### src/rtl/sad_block_min_search.sv
`default_nettype none
// ============================================================================
// Module   : sad_block_min_search
// Purpose  : Accumulates row sums from the 8-input adder tree into per-block
//            SAD values, one block per candidate position. Tracks the minimum
//            block SAD over a search window and reports the winning candidate
//            index (earliest candidate wins ties).
// Ports    : clk         - clock, rising edge
//            rst_n       - synchronous reset, active low
//            start       - begin a new search (honoured only when idle)
//            row_sum     - unsigned row sum from the adder tree
//            in_valid    - row_sum valid
//            in_ready    - row_sum accepted this cycle (high only in ACCUM)
//            best_sad    - minimum block SAD of the completed search
//            best_index  - 0-based arrival index of the best candidate
//            out_valid   - result valid (held until accepted)
//            out_ready   - consumer accepts result
//            busy        - search in progress or result pending
// Revision : 1.0 - initial release
// ============================================================================
module sad_block_min_search #(
   parameter int ELEMENT_BIT_DEPTH = 14,
   parameter int ROWS_PER_BLOCK    = 8,
   parameter int CANDIDATES        = 16,
   parameter int INDEX_WIDTH       = 4
) (
   input  logic                                                   clk,
   input  logic                                                   rst_n,
   input  logic                                                   start,
   input  logic [ELEMENT_BIT_DEPTH-1:0]                           row_sum,
   input  logic                                                   in_valid,
   output logic                                                   in_ready,
   output logic [ELEMENT_BIT_DEPTH+$clog2(ROWS_PER_BLOCK)-1:0]    best_sad,
   output logic [INDEX_WIDTH-1:0]                                 best_index,
   output logic                                                   out_valid,
   input  logic                                                   out_ready,
   output logic                                                   busy
);

   localparam int SAD_WIDTH     = ELEMENT_BIT_DEPTH + $clog2(ROWS_PER_BLOCK);
   localparam int ROW_CNT_WIDTH = $clog2(ROWS_PER_BLOCK);

   localparam logic [ROW_CNT_WIDTH-1:0] LAST_ROW  = ROW_CNT_WIDTH'(ROWS_PER_BLOCK - 1);
   localparam logic [INDEX_WIDTH-1:0]   LAST_CAND = INDEX_WIDTH'(CANDIDATES - 1);

   localparam logic [1:0] ST_IDLE    = 2'd0;
   localparam logic [1:0] ST_ACCUM   = 2'd1;
   localparam logic [1:0] ST_COMPARE = 2'd2;
   localparam logic [1:0] ST_DONE    = 2'd3;

   logic [1:0]               state;
   logic [SAD_WIDTH-1:0]     acc;
   logic [ROW_CNT_WIDTH-1:0] row_cnt;
   logic [INDEX_WIDTH-1:0]   cand_cnt;

   // Handshake outputs decode only the registered state, so there is no
   // combinational path from in_valid to in_ready.
   assign in_ready  = (state == ST_ACCUM);
   assign out_valid = (state == ST_DONE);
   assign busy      = (state != ST_IDLE);

   always_ff @(posedge clk) begin
      if (!rst_n) begin
         state      <= ST_IDLE;
         acc        <= '0;
         row_cnt    <= '0;
         cand_cnt   <= '0;
         best_sad   <= '1;
         best_index <= '0;
      end else begin
         case (state)
            ST_IDLE: begin
               if (start) begin
                  acc        <= '0;
                  row_cnt    <= '0;
                  cand_cnt   <= '0;
                  best_sad   <= '1;
                  best_index <= '0;
                  state      <= ST_ACCUM;
               end
            end

            ST_ACCUM: begin
               // in_ready is high throughout ACCUM, so in_valid alone marks a beat.
               if (in_valid) begin
                  acc     <= acc + SAD_WIDTH'(row_sum);
                  row_cnt <= row_cnt + ROW_CNT_WIDTH'(1);
                  if (row_cnt == LAST_ROW) begin
                     state <= ST_COMPARE;
                  end
               end
            end

            ST_COMPARE: begin
               // Strict less-than keeps the earlier candidate on a tie.
               if (acc < best_sad) begin
                  best_sad   <= acc;
                  best_index <= cand_cnt;
               end
               acc     <= '0;
               row_cnt <= '0;
               if (cand_cnt == LAST_CAND) begin
                  state <= ST_DONE;
               end else begin
                  cand_cnt <= cand_cnt + INDEX_WIDTH'(1);
                  state    <= ST_ACCUM;
               end
            end

            ST_DONE: begin
               // A start coinciding with the handshake is deliberately dropped.
               if (out_ready) begin
                  state <= ST_IDLE;
               end
            end

            default: begin
               state <= ST_IDLE;
            end
         endcase
      end
   end

endmodule
`default_nettype wire

### config.mk
export PLATFORM = sky130hd
export DESIGN_NAME = sad_block_min_search
export DESIGN_NICKNAME = d
export VERILOG_FILES = /design/src/rtl/sad_block_min_search.sv
export SDC_FILE = /design/constraint.sdc
export NUM_CORES = 1
export LEC_CHECK = 0
export ABC_AREA = 1
export BUFFER_PORTS_ARGS = -buffer_cell sky130_fd_sc_hd__buf_2
export CAP_MARGIN = 25
export CORE_MARGIN = 1.5
export CORE_UTILIZATION = 53
export DETAILED_ROUTE_END_ITERATION = 10
export HOLD_SLACK_MARGIN = 0.08
export PLACE_DENSITY = 0.77
export SLEW_MARGIN = 25
export SYNTH_ARGS = -nofsm -noshare
export SYNTH_HDL_FRONTEND = slang
export SYNTH_SLANG_ARGS = --single-unit
export TNS_END_PERCENT = 5
### constraint.sdc
create_clock -name clk -period 1.7 [get_ports clk]
set_input_delay 0.085 -clock clk [delete_from_list [all_inputs] [get_ports clk]]
set_output_delay 0.085 -clock clk [all_outputs]
set_load 0.05 [all_outputs]
== Word-level counts from Yosys, hierarchy flattened ==
Cells that the tools add are included.

* Register bits: 47
* Input bits: 19
* Logic and storage cells: 49

* Add/subtract/negate cells: 3
* Order comparisons: 1
* Eq/ne operators: 11
* Muxes and demuxes: 20
* Reduce and logical (&&, ||, !) cells: 8

{| class="wikitable"
|+ Operators by type and width
! kind !! count
|-
| 2-to-1 mux 17 bit || 4
|-
| case mux 17 bit (3 select lines) || 1
|-
| case mux 17 bit (2 select lines) || 1
|-
| adder 17 x 14 -> 17 bit || 1
|-
| < comparator 17 bit || 1
|-
| case mux 4 bit (2 select lines) || 2
|-
| 2-to-1 mux 4 bit || 3
|-
| 2-to-1 mux 2 bit || 5
|-
| case mux 3 bit (3 select lines) || 1
|-
| AND reduction 3 bit || 3
|-
| inequality test 2 bit, second input constant || 4
|-
| case mux 2 bit (4 select lines) || 1
|-
| 2-to-1 mux 3 bit || 2
|-
| adder 4 x 1 -> 4 bit, second input constant || 1
|-
| equality test 2 bit, second input constant || 2
|-
| equality test 4 bit, second input constant || 1
|-
| inequality test 2 x 1 -> 1 bit, second input constant || 2
|-
| AND reduction 4 bit || 1
|-
| nonzero test 2 bit || 2
|-
| adder 3 x 1 -> 3 bit, second input constant || 1
|-
| equality test 3 bit, second input constant || 1
|-
| nonzero test 3 bit || 1
|-
| equality test 2 x 1 -> 1 bit, second input constant || 1
|-
| logical NOT 2 bit || 1
|}

== Logic depth before layout (Yosys ltp) ==
Gate-level depths: netlist of the first run.

* Word-level depth: 4
* Mapped depth: 15

== Worst setup path after synthesis of the first run ==
OpenSTA, ideal clock, no wires.

* Path kind: register to register
* Start: reg best_sad[16]
* End: reg best_index[0]
* Library setup time: 0.117 ns
* Arrival time: 1.910 ns
* Data required time: 1.583 ns
* Path slack: -0.327 ns
* Stages on the path, launching flop included: 13
* Path buffers: 1
* Cells stage by stage: dfxtp_1 inv_1 ha_1 nand2_1 nor2_1 nand2_1 nor2_1 nor2_1 nand2_1 nand2_4 buf_4 a21oi_1 nor2_1

* Cells in the longest elaborated chain, start to end: 3

{| class="wikitable"
|+ Ends and longest elaborated chain
! item !! line !! text
|-
| start: declaration || 33 || <nowiki>output logic [ELEMENT_BIT_DEPTH+$clog2(ROWS_PER_BLOCK)-1:0] best_sad,</nowiki>
|-
| start signal: assignment || 68 || <nowiki>best_sad <= '1;</nowiki>
|-
| start signal: assignment || 77 || <nowiki>best_sad <= '1;</nowiki>
|-
| start signal: assignment || 97 || <nowiki>best_sad <= acc;</nowiki>
|-
| < comparator 17 bit || 96 || <nowiki>if (acc < best_sad) begin</nowiki>
|-
| inequality test 2 bit (no line) || -- ||
|-
| AND reduction 3 bit (no line) || -- ||
|-
| end signal: assignment || 98 || <nowiki>best_index <= cand_cnt;</nowiki>
|-
| end: declaration || 34 || <nowiki>output logic [INDEX_WIDTH-1:0] best_index,</nowiki>
|}

Every way passes these cells.
A chain may end at the register's enable or synchronous reset.

== Worst setup path after layout of the first run ==
* Start: reg best_sad[3]
* End: reg best_sad[16]

* Cells in the longest elaborated chain, start to end: 3

{| class="wikitable"
|+ Ends and longest elaborated chain
! item !! line
|-
| < comparator 17 bit || 96
|-
| inequality test 2 bit (no line) || --
|-
| AND reduction 3 bit (no line) || --
|}

Every way passes these cells.

==> flow_summary.ini, run 1 <==
[yosys]
yosysWarnings = 0
postSynthAreaPerCell_sq_um = 6.73
syn_area_sq_mm = 0.00322
netlist_instances = 478
synth-seq-cells = 47
synth_nets = 531
ys_seq_area_share_pct = 29.3
synth_cell_type_count = 33

[setup_path]
reg2reg_from = best_sad[3]
critPathKind = flip-flop to flip-flop
path_cells = inv_2 > ha_1 > nand2_2 > inv_1 > nand2_1 > nand2_1 > nand2_1 > nand2_1 > nand2_1 > nand2_2 > nand2_4 > nand2_8 > nand2_1 > nand3_1
crit_cells = 14
reg2reg_to = best_sad[16]
cp.required_ns = 1.88
rr_worst_depth = 14
crit_family = simple AND/OR/NAND/NOR gates
slowest_delay_ns = 0.37
critPathMostFrequentCell = nand2_1
crit_path_start = best_sad[3]
cp-end-kind = flip-flop
critPathLaunchType = flip-flop
crit_fanout = 19
slowest_stage = dfxtp_4
critical_path.endpoint = best_sad[16]
cp.arrival_ns = 1.93
timing.critical_path.buf_inv = 2
reg2reg_slack_ns = -0.06

[global_route]
grtUsageMet1_pct = 35.3
grt_pass1_vias = 2939
grt_max_degree = 28
grt-busiest-layer = met2
grt_use_met2_pct = 44.6
gr-usage-met3_pct = 3.82
grt_pass1_wl_um = 13400
grt-ovfl-total = 0
antenna_found_initial = 0
grt.total_usage_pct = 26.3

[placement]
dp_hpwl_um = 6270
port_buffers = 42
placedCellCount = 610
gp_congestion = 0.945
place_ws_ns = -0.114

[pwr]
power.density_mw_per_mm2 = 828
irDropWorstVdd_v = 0.000523
p_leak_nw = 2.02
total_power_w = 0.00344

[clocking]
clk_latency_ns = 0.30
cts_hold_buf = 0
clkTransAtPathRegs_ns = 0.10
cts_root_buf = clkbuf_8
cts.path.max_buffers = 2
cts_tree = built
htree_levels = 2
cts.sink_count = 47
numCtsBuffers = 5

[min_path]
hold_depth = 4
hold_class = input pin to flip-flop

[die]
io_pins = 43
die_w_um = 80.9
die_h_um = 80.9
fp.dieArea_sq_mm = 0.00654
rows = 28
core_sq_mm = 0.00589
initial_utilization_pct = 54.6

[timing]
layout_setup_ws_ns = -0.0567
finalHoldViolCount = 0
worst_pin_slew_ns = 0.583
finClkSkew_ns = 0.0137
max_slew_margin_pct = 60.9
drv_slew = 0
fin_crit_ns = 1.76
setup_viol = 23
fmax_ghz = 0.569
whs_ns = 0.104
rsz0062_at_grt = yes
min_period_over_period_pct = 103

[drt]
num_vias = 3326
ant_nets = 0
wl_um = 8540
drtIter0Drc = 137
first_pass_iters = 5
wire_per_inst_um = 13.8
vias_per_cell = 5.37
drc_errors = 0

[cells_and_area]
area_delta_synth_final_pct = 29.0
layout-drive-gt1-share_pct = 35.3
final_util_pct = 70.5
num_antenna_cells = 0
layoutNonFillerInstCount = 619
nets = 596

[status]
status = finished with violations
violations = setup timing

[job]
max_cap_viol_count = 0
-- cells in the mapped netlist, drive strengths merged --
library cell / count / area (sq um)
a21o: 1 / 7.51
a21oi: 47 / 235
a2bb2oi: 1 / 8.76
buf: 7 / 53.8
clkbuf: 5 / 18.8
clkinv: 1 / 3.75
dfxtp: 47 / 941
fa: 1 / 20.0
ha: 33 / 413
inv: 59 / 221
nand2: 132 / 533
nand3: 59 / 295
nand3b: 1 / 7.51
nand4: 6 / 37.5
nor2: 38 / 160
nor3: 1 / 5.00
o211a: 1 / 10.0
o211ai: 1 / 7.51
o21a: 2 / 15.0
o21ai: 16 / 91.3
o21bai: 1 / 7.51
or2: 14 / 87.6
xor2: 4 / 35.0
-- power by group --
group	switching [W]	internal (W)	leakage, nW
combinational	0.000756	0.000411	1.56
clock	0.000393	0.000588	0.0654
sequential	0.0000921	0.00119	0.390
-- cell type report --
class / instances / area [sq um]
multi-input combinational: 359 / 2250
clock buffer: 6 / 72.6
tap: 75 / 93.8
fill: 479 / 1740
sequential: 47 / 1020
clock inverter: 2 / 60.1
timing repair buffer: 70 / 428
inverter: 60 / 225
-- layout by cell type (no fill, tap or decap), types with 3 or more instances in the layout --
| master | n |
|---|---|
| ha_2 | 4 |
| a21oi_2 | 8 |
| nand3_1 | 58 |
| nand2_4 | 3 |
| inv_2 | 16 |
| o21ai_0 | 8 |
| a21oi_1 | 39 |
| nand2_2 | 13 |
| inv_1 | 43 |
| clkbuf_8 | 5 |
| ha_1 | 16 |
| buf_2 | 42 |
| or2_2 | 14 |
| dfxtp_1 | 21 |
| nand2_1 | 115 |
| dfxtp_4 | 18 |
| o21ai_1 | 5 |
| buf_4 | 26 |
| nand4_1 | 6 |
| dfxtp_2 | 8 |
| ha_4 | 13 |
| nor2_2 | 10 |
| xor2_1 | 4 |
| nor2_1 | 26 |
-- per-stage QoR --
stage	TNS, ns	cell area, sq um
2_1_floorplan	-0.0425	3380
6_report	-0.793	4150
3_5_place_dp	-1.07	3810
5_1_grt	-4.13	4150
4_1_cts	-0.168	3960
3_3_place_gp	-0.136	3810
-- how the worst min path moves through the flow --
| stage | slack, ns | from | endpoint |
|---|---|---|---|
| floorplan | 0.31 | out_ready | state[1] |
| global placement | 0.41 | out_ready | state[1] |
| detailed placement | 0.42 | out_ready | state[1] |
| CTS | 0.10 | out_ready | state[1] |
| global route | 0.13 | out_ready | state[1] |
| finish | 0.10 | out_ready | state[1] |
-- state kept, by name (all words and copies together) (netlist names) --
name and flops:
state 2, best_sad 17, acc 17, best_index 4
row_cnt 3, cand_cnt 4
-- layer usage --
metal,wire [um],share of wire (%),vias to the layer above
met1,3930,46,1533
met5,0,0,-
met2,4060,48,95
li1,-,-,1688
met3,438,5.1,10
met4,111,1.3,0
-- timing repair --
item,in CTS,in global routing
hold endpoints to repair,0,0
buffers inserted,1,0
pin swaps,2,13
setup endpoints to repair,27,34
gates resized for setup,6,48
-- worst register-to-register path, stage by stage, from the launching register on --
cell     delay, ns
dfxtp_4       0.37
inv_2         0.03
ha_1          0.29
nand2_2       0.08
inv_1         0.04
nand2_1       0.05
nand2_1       0.06
nand2_1       0.07
nand2_1       0.06
nand2_1       0.08
nand2_2       0.07
nand2_4       0.13
nand2_8       0.12
nand2_1       0.11
nand3_1       0.08
-- kinds of logic after synthesis --
kind of cell / Yosys count / synth area share, %
xor gates and xnor gates: 4 / 1.09
AOI/OAI and AO/OA: 70 / 11.9
buffers and inverters: 72 / 9.26
DFF: 47 / 29.3
adders and majority gates: 34 / 13.5
and+or+nand+nor: 251 / 35.0
Power figures use the tool's default switching activity.
==> run 2: changes to the inputs <==
--- a/config.mk
+++ b/config.mk
@@ -5,14 +5,13 @@
 export SDC_FILE = /design/constraint.sdc
 export NUM_CORES = 1
 export LEC_CHECK = 0
-export ABC_AREA = 1
 export BUFFER_PORTS_ARGS = -buffer_cell sky130_fd_sc_hd__buf_2
 export CAP_MARGIN = 25
 export CORE_MARGIN = 1.5
-export CORE_UTILIZATION = 53
+export CORE_UTILIZATION = 52
 export DETAILED_ROUTE_END_ITERATION = 10
 export HOLD_SLACK_MARGIN = 0.08
-export PLACE_DENSITY = 0.77
+export PLACE_DENSITY = 0.76
 export SLEW_MARGIN = 25
 export SYNTH_ARGS = -nofsm -noshare
 export SYNTH_HDL_FRONTEND = slang
==> run 2 against run 1 <==
Effect of this change: the run still ends with setup timing left; die area fell by 4.0%; combinational power fell by 58%; clock skew fell by 0.0070 ns; sequential share of layout area fell by 0.79 points; final cell count fell by 13%; clock power fell by 28%; clock-buffer cell count rose by 1; setup slack got worse by 0.47 ns; maximum frequency fell by 21%; register-to-register slack got worse by 0.47 ns; highest routed layer unchanged.
==> flow_summary.ini, run 2 <==
[die]
rows = 27
initial_utilization_pct = 54.3
io_pins = 43
fp.dieArea_sq_mm = 0.00628
die_h_um = 79.3
core_sq_mm = 0.00557
die_w_um = 79.3

[placement]
gp_congestion = 0.865
port_buffers = 42
dp_hpwl_um = 5820
place_area_sq_mm = 0.00385

[setup_path]
cp.arrival_ns = 2.44
reg2reg_to = best_sad[9]
timing.critical_path.buf_inv = 2
crit_cells = 8
path_cells = inv_2 > ha_4 > and4_4 > or3b_4 > a221o_1 > a22oi_4 > buf_12 > mux2i_1
critical_path.endpoint = best_sad[9]
critPathLaunchType = flip-flop
slowest_delay_ns = 0.38
cp-end-kind = flip-flop
rr_worst_depth = 8
crit_family = simple AND/OR/NAND/NOR gates
crit_path_start = best_sad[12]
cp.required_ns = 1.92
crit_fanout = 13
reg2reg_slack_ns = -0.52
slowest_stage = or3b_4
reg2reg_from = best_sad[12]
critPathKind = flip-flop to flip-flop

[clocking]
htree_levels = 2
cts_root_buf = clkbuf_8
cts.sink_count = 47
clkTransAtPathRegs_ns = 0.09
cts.path.max_buffers = 2
cts_tree = built
numCtsBuffers = 5
clk_latency_ns = 0.30

[global_route]
grt_pass1_vias = 2941
grt_max_degree = 20
antenna_found_initial = 0
grt-ovfl-total = 0
grt.total_usage_pct = 26.0
grt_pass1_wl_um = 13000

[pwr]
p_int_w = 0.00167
power_switching_w = 0.000655
p_leak_nw = 2.13
power_frac_comb_pct = 21.1
p_clk_share_pct = 30.4
swShare_pct = 28.1
power_frac_seq_pct = 48.5
irDropWorstVdd_v = 0.000535
power.density_mw_per_mm2 = 562

[timing]
worst_pin_slew_ns = 0.427
max_slew_margin_pct = 71.5
min_period_over_period_pct = 131
whs_ns = 0.120
fin_tns_setup_ns = -12.82
drv_slew = 0
setup_viol = 32
layout_setup_ws_ns = -0.522
rsz0062_at_grt = yes
finClkSkew_ns = 0.00670
finalHoldViolCount = 0
fmax_ghz = 0.450
fin_crit_ns = 2.22

[cells_and_area]
reg_top3 = acc x17, best_sad x17
final_cell_area_sq_mm = 0.00415
num_antenna_cells = 0
mostFrequentLayoutCells = 73 x buf_4, 54 x nor2_1, 42 x buf_2
area_delta_synth_final_pct = 37.0
nets = 521
layout_commonest_cell = buf_4
layout-drive-gt1-share_pct = 40.1
final_util_pct = 74.4

[yosys]
synthAdderAreaFrac_pct = 14.3
postSynthAreaPerCell_sq_um = 8.47
synth_nets = 410
synth-seq-cells = 47
synth_compound_area_share_pct = 18.2
yosysWarnings = 0
ys.flop_type = dfxtp_1
synthTopCellsByCount = 55 x nor2_1, 47 x dfxtp_1, 33 x ha_1, 33 x nand2_1, 25 x inv_1
synth_top_family_by_area = simple AND/OR/NAND/NOR gates
yosys.area_share.simple_pct = 19.1
synth_top_area_share_pct = 31.1
syn_area_sq_mm = 0.00303
synth_xor_area_share_pct = 2.89
synth.area.mux_share_pct = 7.94
ys_top_cells_by_area = dfxtp_1 31%, ha_1 14%, mux2i_1 7.9%
synth_cell_type_count = 52
yosysTopAreaCell = dfxtp_1
synth_edf_count = 0
netlist_instances = 357
ys_seq_area_share_pct = 31.1
ys_async_sr_fraction_pct = 0
yosysMostFrequentCell = nor2_1

[drt]
num_vias = 2957
vias_per_cell = 5.47
drtIter0Drc = 155
wire_per_inst_um = 14.7
wl_um = 7930
first_pass_iters = 4
drc_errors = 0
ant_nets = 0

[status]
violations = setup timing
status = finished with violations

[min_path]
hold_depth = 3
hold_class = input pin to flip-flop

[job]
max_cap_viol_count = 0
## run 2: through the flow
step / total power, W / std cells / worst slack, ns
3_3_place_gp: 0.00158 / 532 / -0.436
6_report: 0.00233 / 541 / -0.522
2_1_floorplan: 0.00141 / 357 / -0.478
4_1_cts: 0.00230 / 541 / -0.518
5_1_grt: 0.00242 / 541 / -0.602
3_5_place_dp: 0.00159 / 532 / -0.508
## run 2: layout make-up
| class | count | area, sq um |
|---|---|---|
| Clock inverter | 1 | 5.00 |
| Timing Repair Buffer | 117 | 788 |
| Sequential cell | 47 | 985 |
| Fill cell | 423 | 1430 |
| Inverter | 26 | 100 |
| Multi-Input combinational cell | 271 | 2090 |
| Tap cell | 72 | 90.1 |
| Clock buffer | 7 | 86.3 |
## run 2: worst min path at each step
stage               slack [ns]       from            end
finish                    0.12      rst_n  best_index[0]
global route              0.13      rst_n  best_index[3]
CTS                       0.12      rst_n  best_index[2]
detailed placement        0.31  out_ready       state[0]
global placement          0.31  out_ready       state[0]
floorplan                 0.19  out_ready       state[0]
## run 2: layer usage
metal | up-vias | wire, um | GRT usage (%)
li1 | 1474 | - | -
met1 | 1402 | 3440 | 30.8
met2 | 69 | 4130 | 48.9
met3 | 12 | 241 | 3.79
met4 | 0 | 116 | 6.49
met5 | - | 0 | 0
## run 2: kinds of logic (layout without fill, tap and decap cells)
family | after synthesis | in the layout
AND/OR/NAND/NOR | 129 | 129
AO/OA/AOI/OAI | 74 | 74
flip-flops | 47 | 47
buffers and inverters | 39 | 151
adder cells (fa/ha/maj) | 34 | 34
multiplexers | 24 | 24
XOR/XNOR | 10 | 10
## run 2: power by group through the flow
stage               logic, W  registers (W)  clock network [W]
floorplan           0.000266        0.00115                  0
detailed placement  0.000441        0.00115                  0
global placement    0.000430        0.00115                  0
finish              0.000492        0.00113           0.000707
global route        0.000530        0.00113           0.000758
CTS                 0.000461        0.00113           0.000706
## run 2: timing repair
| item | 4_1_cts | 5_1_grt |
|---|---|---|
| resized for setup | 25 | 19 |
| setup endpoints to repair | 33 | 34 |
| hold buffers | 1 | 0 |
| buffers inserted | 0 | 0 |
| pin swaps | 4 | 2 |
| endpoints found under the hold margin | 1 | 0 |
## run 2: worst reg2reg max path: stages (launching register included)
cell and delay (ns):
dfxtp_4 0.36, inv_2 0.04, ha_4 0.25, and4_4 0.23, or3b_4 0.38, a221o_1 0.31, a22oi_4 0.19, buf_12 0.19
mux2i_1 0.21
